$ cat src/rtl/rf_wr_arb.sv
// Write-port arbiter for the 8x16 register file: two one-entry writeback slots
// (A = ALU, B = load) drained oldest-first through the single write port.
module rf_wr_arb (
  input  logic        clk,
  input  logic        rst,
  input  logic        a_valid,
  input  logic [2:0]  a_regsel,
  input  logic [15:0] a_data,
  output logic        a_ready,
  input  logic        b_valid,
  input  logic [2:0]  b_regsel,
  input  logic [15:0] b_data,
  output logic        b_ready,
  output logic [2:0]  writeregsel,
  output logic [15:0] writedata,
  output logic        write,
  output logic        err
);

  localparam int unsigned SEL_W  = 3;
  localparam int unsigned DATA_W = 16;

  // Holding slots and arbitration state
  logic              pend_a, pend_b;
  logic [SEL_W-1:0]  hsel_a, hsel_b;
  logic [DATA_W-1:0] hdat_a, hdat_b;
  logic              a_first, tie_b;

  // Protocol history: last cycle's stall and request payload per source
  logic              stall_a_q, stall_b_q;
  logic [SEL_W-1:0]  psel_a, psel_b;
  logic [DATA_W-1:0] pdat_a, pdat_b;
  logic              err_q;

  logic grant_a, grant_b, acc_a, acc_b, keep_a, keep_b;
  logic pend_a_n, pend_b_n, a_first_n, tie_b_n, err_n;
  logic viol_a, viol_b;

  // Grant, handshake, write port and next-state computation
  always_comb begin
    grant_a     = 1'b0;
    grant_b     = 1'b0;
    a_ready     = 1'b0;
    b_ready     = 1'b0;
    write       = 1'b0;
    writeregsel = '0;
    writedata   = '0;
    a_first_n   = a_first;
    tie_b_n     = tie_b;

    grant_a = ~rst & pend_a & (~pend_b | a_first);
    grant_b = ~rst & pend_b & (~pend_a | ~a_first);
    a_ready = ~rst & (~pend_a | grant_a);
    b_ready = ~rst & (~pend_b | grant_b);
    acc_a   = a_valid & a_ready;
    acc_b   = b_valid & b_ready;

    write = grant_a | grant_b;
    if (grant_a) begin
      writeregsel = hsel_a;
      writedata   = hdat_a;
    end else if (grant_b) begin
      writeregsel = hsel_b;
      writedata   = hdat_b;
    end

    keep_a   = pend_a & ~grant_a;
    keep_b   = pend_b & ~grant_b;
    pend_a_n = acc_a | keep_a;
    pend_b_n = acc_b | keep_b;

    // A surviving entry is always older than a freshly accepted one
    if (pend_a_n & pend_b_n) begin
      if (keep_a) begin
        a_first_n = 1'b1;
      end else if (keep_b) begin
        a_first_n = 1'b0;
      end else begin
        a_first_n = ~tie_b;
        tie_b_n   = ~tie_b;
      end
    end else if (pend_a_n) begin
      a_first_n = 1'b1;
    end else if (pend_b_n) begin
      a_first_n = 1'b0;
    end

    viol_a = stall_a_q & (~a_valid | (a_regsel != psel_a) | (a_data != pdat_a));
    viol_b = stall_b_q & (~b_valid | (b_regsel != psel_b) | (b_data != pdat_b));
    err_n  = err_q | viol_a | viol_b;
    err    = err_q & ~rst;
  end

  always_ff @(posedge clk) begin
    if (rst) begin
      pend_a    <= 1'b0;
      pend_b    <= 1'b0;
      hsel_a    <= '0;
      hsel_b    <= '0;
      hdat_a    <= '0;
      hdat_b    <= '0;
      a_first   <= 1'b0;
      tie_b     <= 1'b0;
      stall_a_q <= 1'b0;
      stall_b_q <= 1'b0;
      psel_a    <= '0;
      psel_b    <= '0;
      pdat_a    <= '0;
      pdat_b    <= '0;
      err_q     <= 1'b0;
    end else begin
      pend_a    <= pend_a_n;
      pend_b    <= pend_b_n;
      if (acc_a) begin
        hsel_a <= a_regsel;
        hdat_a <= a_data;
      end
      if (acc_b) begin
        hsel_b <= b_regsel;
        hdat_b <= b_data;
      end
      a_first   <= a_first_n;
      tie_b     <= tie_b_n;
      stall_a_q <= a_valid & ~a_ready;
      stall_b_q <= b_valid & ~b_ready;
      psel_a    <= a_regsel;
      psel_b    <= b_regsel;
      pdat_a    <= a_data;
      pdat_b    <= b_data;
      err_q     <= err_n;
    end
  end

endmodule

$ cat config.mk
export PLATFORM = sky130hd
export DESIGN_NAME = rf_wr_arb
export DESIGN_NICKNAME = d
export VERILOG_FILES = /design/src/rtl/rf_wr_arb.sv
export SDC_FILE = /design/constraint.sdc
export NUM_CORES = 1
export LEC_CHECK = 0
export BUFFER_PORTS_ARGS = -buffer_cell sky130_fd_sc_hd__buf_2
export CAP_MARGIN = 40
export CORE_MARGIN = 3
export CORE_UTILIZATION = 45
export DETAILED_ROUTE_END_ITERATION = 6
export PLACE_DENSITY_LB_ADDON = 0.3
export REMOVE_ABC_BUFFERS = 1
export SLEW_MARGIN = 20
export SYNTH_ARGS = -nofsm -noshare
export SYNTH_HDL_FRONTEND = slang
export SYNTH_SLANG_ARGS = --single-unit
export TNS_END_PERCENT = 30
$ cat constraint.sdc
create_clock -name clk -period 1.3 [get_ports clk]
set_clock_uncertainty 0.1 [all_clocks]
set_input_delay 0.195 -clock clk [delete_from_list [all_inputs] [get_ports clk]]
set_output_delay 0.195 -clock clk [all_outputs]
set_load 0.01 [all_outputs]
After elaboration in Yosys (flattened, before gate mapping)
Index checks and enable logic that the tools add are counted.
Storage, ports and cells
  register bits: 83
  word-level logic and storage cells: 72
  input bits: 42
Operators by class
  equal/unequal tests: 4
  muxes and demuxes: 9
  bitwise gates (word level): 42
  reduce and logical (&&, ||, !) cells: 2
Operators with widths (number)
  $mux W16: 2
  $ne A16 B16 Y1: 2
  $and A1 B1 Y1: 16
  $not A1 Y1: 13
  $or A1 B1 Y1: 13
  $mux W3: 2
  $ne A3 B3 Y1: 2
  $mux W1: 5
  $reduce_and A3 Y1: 1
  $reduce_bool A3 Y1: 1

Logic depth before layout (Yosys ltp)
Gate-level depths: netlist of the first run.
  word-level depth: 10
  gate-level depth with buffers: 7

Worst setup path after synthesis of the first run
Ideal clock, no wire load.
  path type: register to output
  start: reg a_first
  end: out writedata[10]
  data required time: 1.005 ns
  setup slack: -0.194 ns
  arrival time: 1.199 ns
  cell stages (with the launch flop): 5
  path buffers: 1
  cells stage by stage: dfxtp_1 -> inv_2 -> a211oi_4 -> buf_6 -> a22o_1
On the way
  longest elaborated chain between the ends: 5
  elaborated cells on any way between the ends: 7
  classes of those cells: mux (2); bitwise (5)
Ends and longest elaborated chain
  start, declared: RTL line 27  | logic a_first, tie_b;
  start signal, assigned: RTL line 122  | a_first <= a_first_n;
  $not A1 Y1: RTL line 52  | grant_b = ~rst & pend_b & (~pend_a | ~a_first);
  $or A1 B1 Y1: RTL line 52
  $and A1 B1 Y1: RTL line 52
  $mux W16: RTL line 62  | end else if (grant_b) begin
  $mux W16 *: RTL line 59  | if (grant_a) begin
  end, declared: RTL line 15  | output logic [15:0] writedata,
Mark *: on every way between the ends. The rest lies on a longest branch, timed or not.

Worst setup path in the final report of the first run
  start: reg pend_b
  end: out writedata[9]
On the way
  longest elaborated chain between the ends: 4
  elaborated cells on any way between the ends: 7
  classes of those cells: mux (2); bitwise (5)
Ends and longest elaborated chain
  start, declared: RTL line 24  | logic pend_a, pend_b;
  start signal, assigned: RTL line 113  | pend_b <= pend_b_n;
  $and A1 B1 Y1 or $not A1 Y1 (tied branches): RTL line 52, 51
  $and A1 B1 Y1 or $or A1 B1 Y1 (tied branches): RTL line 52, 51
  $mux W16 or $and A1 B1 Y1 (tied branches): RTL line 62, 51
  $mux W16 *: RTL line 59
Marks and branches as above.

==> key figures, run 1 <==
Timing
  – Hold Vio Cnt, Final: 0
  – Final Max Tran Viols: 0
  – Period minus WS final: 1830 ps
  – Slew HR: 0.765
  – Hold slack: 3.21 ps
  – Period utilization: 1.41
  – Max Clk Rate: approximately 550 MHz
  – Worst slew pin tran: roughly 350 ps
  – Final worst slack: -532 ps
  – Number of setup violations in the final report: 48
  – RSZ-0062 raised after global routing: yes

Placed design
  – Gpl congestion: 0.830
  – Inst Count DP: between 500 and 600
  – Buffers on Ports: 64
  – Place WS: -436 ps
  – Hpwl dp: 5.45 mm

Die
  – Row Count: 30
  – Die Y: 91.9 um
  – Io pins: between 60 and 70
  – Core area: around 7000 um2
  – Die X: approximately 90 um
  – Starting Density: 0.476
  – Die Footprint: around 8400 um2

Setup path
  – CP Class: reg -> out
  – Critical Path RT: 1000 ps
  – Critical path launch point type: flop
  – Worst Setup End Kind: output port
  – CP max FO: 5
  – Worst path arrival time: 1540 ps

Power and ir drop
  – Net Switching: approximately 1.3 mW
  – Max IR drop VDD: 0.590 mV
  – Pint: a little over 4 mW
  – Static Leakage: 2.07 nW
  – Switch share: 0.250
  – Power share of the combinational group: 0.139
  – PwrDens: around 1200 nW/um2
  – Flop pwr share: 0.519
  – Clock power share: 0.342

GRT
  – Largest net degree at the start of global routing: 39
  – Antenna violations before repair: 0
  – Total congestion overflow: 0
  – First-pass GRT wire length: roughly 13 mm
  – Total track usage: 0.195
  – Number of global-route vias before repair: 2812

Outcome
  – Status: complete, but fails checks
  – Failing checks: setup timing

Clock network
  – Clock Path Buffers: 2
  – CTS tree: yes
  – CTS buffer count: 9
  – Clock root cell: clkbuf_8
  – Sinks on Clock Net: just over 80
  – Worst skew pair latency: approximately 340 ps
  – CTS H-tree depth: 3
  – Worst-path clk slew: approximately 80 ps

Finish
  – Most frequent cells in the layout: 79 x dfxtp_1, 75 x nand2_1, 63 x buf_2
  – Layout cells sized above 1: 0.309
  – Antenna diodes: 0
  – Leading cell type in the layout, fill and taps excluded: dfxtp_1
  – Area Growth Syn to Fin: 35.3%
  – Non-filler cells, final: around 580
  – Layout Nets: roughly 520

Logic synthesis
  – Syn Inst Count: approximately 360
  – Sequential share of the synthesized area: 0.500
  – Yosys reg bits: just over 80
  – Syn. warnings: 0
  – Count of flip-flops with a built-in enable after synthesis: 0
  – Cell variety after synth: 32
  – Ys flop type: dfxtp_1
  – Synth top area share: 0.500
  – Fraction of registers with async set/reset: 0
  – Top cells by area, synth: dfxtp_1 50%, nand2_1 8.9%, nor2b_1 7.3%
  – Post-synth top area cell: dfxtp_1
  – Synth Cell Area: between 3000 and 4000 um2
  – Syn_area_per_cell: ~9.3 um2

Detailed routing
  – DR DRC count: 0
  – Drt pass-1 iters: 4
  – Drt wl/cell: around 14 um
  – Via count: 2810
  – Initial DRC Count: between 150 and 200
  – Routed WL: roughly 8 mm
  – DR vias/cell: 4.89
  – Detail Route Antenna Nets: 0

Min path
  – Min-Delay Path Class: in -> reg

Run
  – Max cap viols: 0
-- routing by layer --
layer  vias to the layer above  share of wire  global-route usage  wire, um
met1                      1315           0.46               0.253      3680
met3                        12          0.041              0.0345       329
li1                       1423              -                   -         -
met2                        60           0.48               0.324      3860
met5                         -              0                   0         0
met4                         0          0.015              0.0730       119
-- flip-flops by register name, summed over array words and instances (netlist names), 3 cells and up --
register / count
hdat_a: 16
hdat_b: 16
pdat_a: 16
pdat_b: 16
hsel_a: 3
hsel_b: 3
psel_a: 3
psel_b: 3
-- logic make-up (layout without fill, tap and decap cells) --
| family | after synthesis | after routing | synth area share |
|---|---|---|---|
| buffers and inverters | 24 | 146 | 0.0422 |
| flip-flops | 83 | 83 | 0.500 |
| AND/OR/NAND/NOR | 182 | 182 | 0.278 |
| XOR/XNOR | 39 | 39 | 0.103 |
| AO/OA/AOI/OAI | 29 | 29 | 0.0768 |
-- power groups by stage --
stage	sequential, mW	combinational, mW	clock [mW]
global route	2.80	0.828	1.97
detailed placement	2.84	0.672	0
CTS	2.78	0.724	1.86
finish	2.78	0.748	1.83
global placement	2.83	0.659	0
floorplan	2.82	0.324	0
-- synthesized netlist by cell type, types with 6 or more instances --
| cell type | count |
|---|---|
| nor2_1 | 6 |
| xnor2_1 | 21 |
| nand2_1 | 79 |
| nand4_1 | 6 |
| nand3_1 | 20 |
| nand3b_1 | 20 |
| a22o_1 | 19 |
| clkbuf_1 | 6 |
| nor4_1 | 6 |
| dfxtp_1 | 83 |
| nor2b_1 | 39 |
| xor2_1 | 18 |
-- layout make-up --
cell class | count | area [um2]
Clock buffer | 11 | 141
Multi-Input combinational cell | 250 | 1590
Fill cell | 616 | 2490
Inverter | 4 | 15.0
Tap cell | 96 | 120
Clock inverter | 4 | 51.3
Sequential cell | 83 | 1670
Timing Repair Buffer | 127 | 915
-- final timing paths --
check        cells after the start      endpoint        from  slack, ps
max                              5  writedata[9]      pend_b       -530
min                              3    hdat_b[10]  b_data[10]          3
max reg2reg                      6         err_q   pdat_b[4]       -330
min reg2reg                      2     hdat_b[4]   hdat_b[4]        360
-- stage by stage --
step	util	total power [mW]	cell area (um2)	TNS, ps
after floorplan	-	3.15	3200	-15570
after global placement	0.578	3.49	4030	-8340
after detailed placement	0.578	3.51	4030	-9590
after CTS	0.630	5.37	4400	-12480
after global routing	0.644	5.60	4490	-15910
final	0.644	5.37	4490	-12470
-- timing repair --
| item | 4_1_cts | 5_1_grt |
|---|---|---|
| hold endpoints to repair | 15 | 0 |
| hold buffers | 13 | 0 |
| endpoints found under the setup margin | 63 | 63 |
| gates resized for setup | 11 | 12 |
| pin swaps | 8 | 3 |
| cloned | 0 | 2 |
| buffers inserted | 0 | 2 |
-- critical path: stages (launching register included) --
cell and delay, ps:
dfxtp_2 360, a211oi_4 240, buf_4 180, clkbuf_16 140
a22o_1 150, buf_2 130
Power figures use the tool's default switching activity.
==> inputs of run 2 (changes only) <==
CORE_ASPECT_RATIO = 0.5   (was unset)
CTS_BUF_LIST = sky130_fd_sc_hd__clkbuf_16   (was unset)
==> run 2 against run 1 <==
  * The run still ends with setup timing left
  * Design area up 2.5%
  * Largest cell class unchanged
  * Critical path type unchanged
  * Register-to-register slack barely moved
  * Highest routed layer unchanged
  * Combinational power down 0.8%
  * Sequential power is essentially flat
  * Clock-buffer cell count down 2
==> key figures, run 2 (synthesized netlist as in run 1, its figures left out) <==
Timing
  – Final worst slack: -484 ps (+48.0 ps)
  – Max Clk Rate: 561 MHz (+2.7%)
  – Number of setup violations in the final report: 63 (+31%)
  – Period utilization: 1.37 (-0.0369)
  – Worst slew pin tran: 335 ps (-17.4 ps)
  – Slew HR: 0.776 (+0.0116)
  – RSZ-0062 raised after global routing: yes
  – Final Max Tran Viols: 0 (unchanged)
  – Hold Vio Cnt, Final: 0 (unchanged)
  – Period minus WS final: 1780 ps (-48.0 ps)

Finish
  – Area Growth Syn to Fin: 38.6%
  – Antenna diodes: 0 (unchanged)
  – Fillers: 547 (-11%)
  – Layout Nets: 512 (-0.97%)
  – Layout cells sized above 1: 0.307 (-0.00161)
  – Most frequent cells in the layout: 79 x nand2_1, 79 x dfxtp_1, 62 x buf_2
  – Post-route cell area: 4610 um2 (+2.5%)

Die
  – Starting Density: 0.481 (+0.00491)
  – Io pins: 65 (unchanged)
  – Die X: 128 um (+39%)
  – Die Y: 66.8 um (-27%)
  – Die Footprint: 8510 um2 (+0.74%)
  – Core area: 6910 um2 (-1.0%)
  – Row Count: 21 (-30%)

Setup path
  – Critical path launch point type: flop
  – CP max FO: 19 (+14)
  – Worst Setup End Kind: output port
  – Worst r2r src: psel_b[1]
  – Critical-path top delay cell: dfxtp_2
  – Highest cell delay on the worst timing path: 350 ps (about the same)
  – R2R cell count: 6 (unchanged)
  – Reg2Reg Setup Slack: -320 ps (about the same)
  – CP Cell Sequence: inv_2 -> o211a_1 -> buf_12 -> a22o_1 -> buf_2
  – Worst path arrival time: 1490 ps (-50 ps)
  – CP Class: reg -> out
  – Critical Path RT: 1000 ps (about the same)
  – Reg-to-reg endpoint: err_q

Clock network
  – CTS tree: yes
  – Worst skew pair latency: 340 ps (about the same)
  – CTS H-tree depth: 3 (unchanged)
  – Sinks on Clock Net: 83 (unchanged)
  – Worst-path clk slew: 60 ps (-20 ps)
  – Clock Path Buffers: 2 (unchanged)
  – CTS buffer count: 9 (unchanged)
  – Clock root cell: clkbuf_16

Min path
  – Hold_sp: a_regsel[1]
  – Min-Delay Path Class: in -> reg
  – WHS Endpoint: psel_a[1]
  – Hold depth: 2 (-1)

Detailed routing
  – Drt pass-1 iters: 6 (+2)
  – DR DRC count: 0 (unchanged)
  – Drt wl/cell: 14.7 um (+6.0%)
  – Routed length on met3: 466 um (+42%)
  – Met1 WL: 4.13 mm (+12%)
  – DR vias/cell: 4.85 (-0.83%)
  – Highest metal used: met4
  – Detail Route Antenna Nets: 0 (unchanged)
  – Routed WL: 8.36 mm (+4.6%)
  – Initial DRC Count: 215 (+41%)
  – Via count: 2748 (-2.2%)
  – DR WL met2: 3.66 mm (-5.1%)

GRT
  – Number of global-route vias before repair: 2673 (-4.9%)
  – First-pass GRT wire length: 13.3 mm (-0.62%)
  – Largest net degree at the start of global routing: 39 (unchanged)
  – Total track usage: 0.205 (+0.0104)
  – Antenna violations before repair: 0 (unchanged)
  – Total congestion overflow: 0 (unchanged)

Placed design
  – Gpl congestion: 0.845 (+1.9%)
  – DP Area: 4010 um2 (-0.50%)
  – Buffers on Ports: 64 (unchanged)
  – Hpwl dp: 5.64 mm (+3.5%)

Power and ir drop
  – Max IR drop VDD: 0.780 mV (+32%)
  – Static Leakage: 2.12 nW (+2.6%)
  – Total power: 6.42 mW (+20%)
  – PwrDens: 1390 nW/um2 (+17%)

Run
  – Max cap viols: 0 (unchanged)

Outcome
  – Failing checks: setup timing
  – Status: complete, but fails checks
## run 2: worst max-delay path by stage
stage | cells after the start | slack, ps | from | endpoint
6_report | 5 | -480 | a_first | writedata[1]
5_1_grt | 5 | -520 | pend_a | writedata[2]
4_1_cts | 5 | -470 | a_first | writedata[1]
3_5_place_dp | 6 | -700 | a_data[15] | err_q
3_3_place_gp | 6 | -690 | a_data[15] | err_q
2_1_floorplan | 5 | -480 | rst | tie_b
## run 2: per-stage QoR
| step | setup TNS [ps] | util | worst slack (ps) | hold WS, ps | cells |
|---|---|---|---|---|---|
| 3_3_place_gp | -9660 | 0.581 | -690 | 328 | 537 |
| 3_5_place_dp | -9510 | 0.581 | -701 | 330 | 537 |
| 4_1_cts | -12110 | 0.657 | -475 | 2.18 | 567 |
| 5_1_grt | -15840 | 0.666 | -523 | 15.6 | 567 |
| 2_1_floorplan | -15570 | - | -484 | 164 | 337 |
| 6_report | -11970 | 0.666 | -484 | 4.68 | 567 |
## run 2: critical path, delay by kind of cell (launching register included)
kind / cells / cell delay (ps)
flops: 1 / 350
compound gates: 2 / 440
buf+inv: 3 / 360
## run 2: timing repair
action / 4_1_cts / 5_1_grt
gates resized for setup: 11 / 14
setup endpoints to repair: 63 / 63
hold buffers: 13 / 0
hold endpoints to repair: 12 / 0
pin swaps: 22 / 3
setup buffers: 1 / 0
## run 2: layout make-up
cell class,instances,area (um2),area share
tap,92,115,0.0250
inverter,4,15.0,0.00326
multi-input combinational,250,1600,0.347
timing repair buffer,122,866,0.188
sequential,83,1670,0.362
clock inverter,7,115,0.0250
clock buffer,9,225,0.0489
## run 2: power breakdown
group          switching (mW)  internal [mW]  total (mW)  leakage [nW]
clock network            1.01           1.87        2.88         0.163
registers              0.0966           2.70        2.80         0.690
logic                   0.358          0.384       0.742          1.27
total                    1.46           4.96        6.42          2.12
## run 2: per-layer routing
layer,global-route usage,vias to the layer above
met1,0.286,1267
met5,0,-
met3,0.0560,12
met2,0.312,54
met4,0.0561,0
li1,-,1415
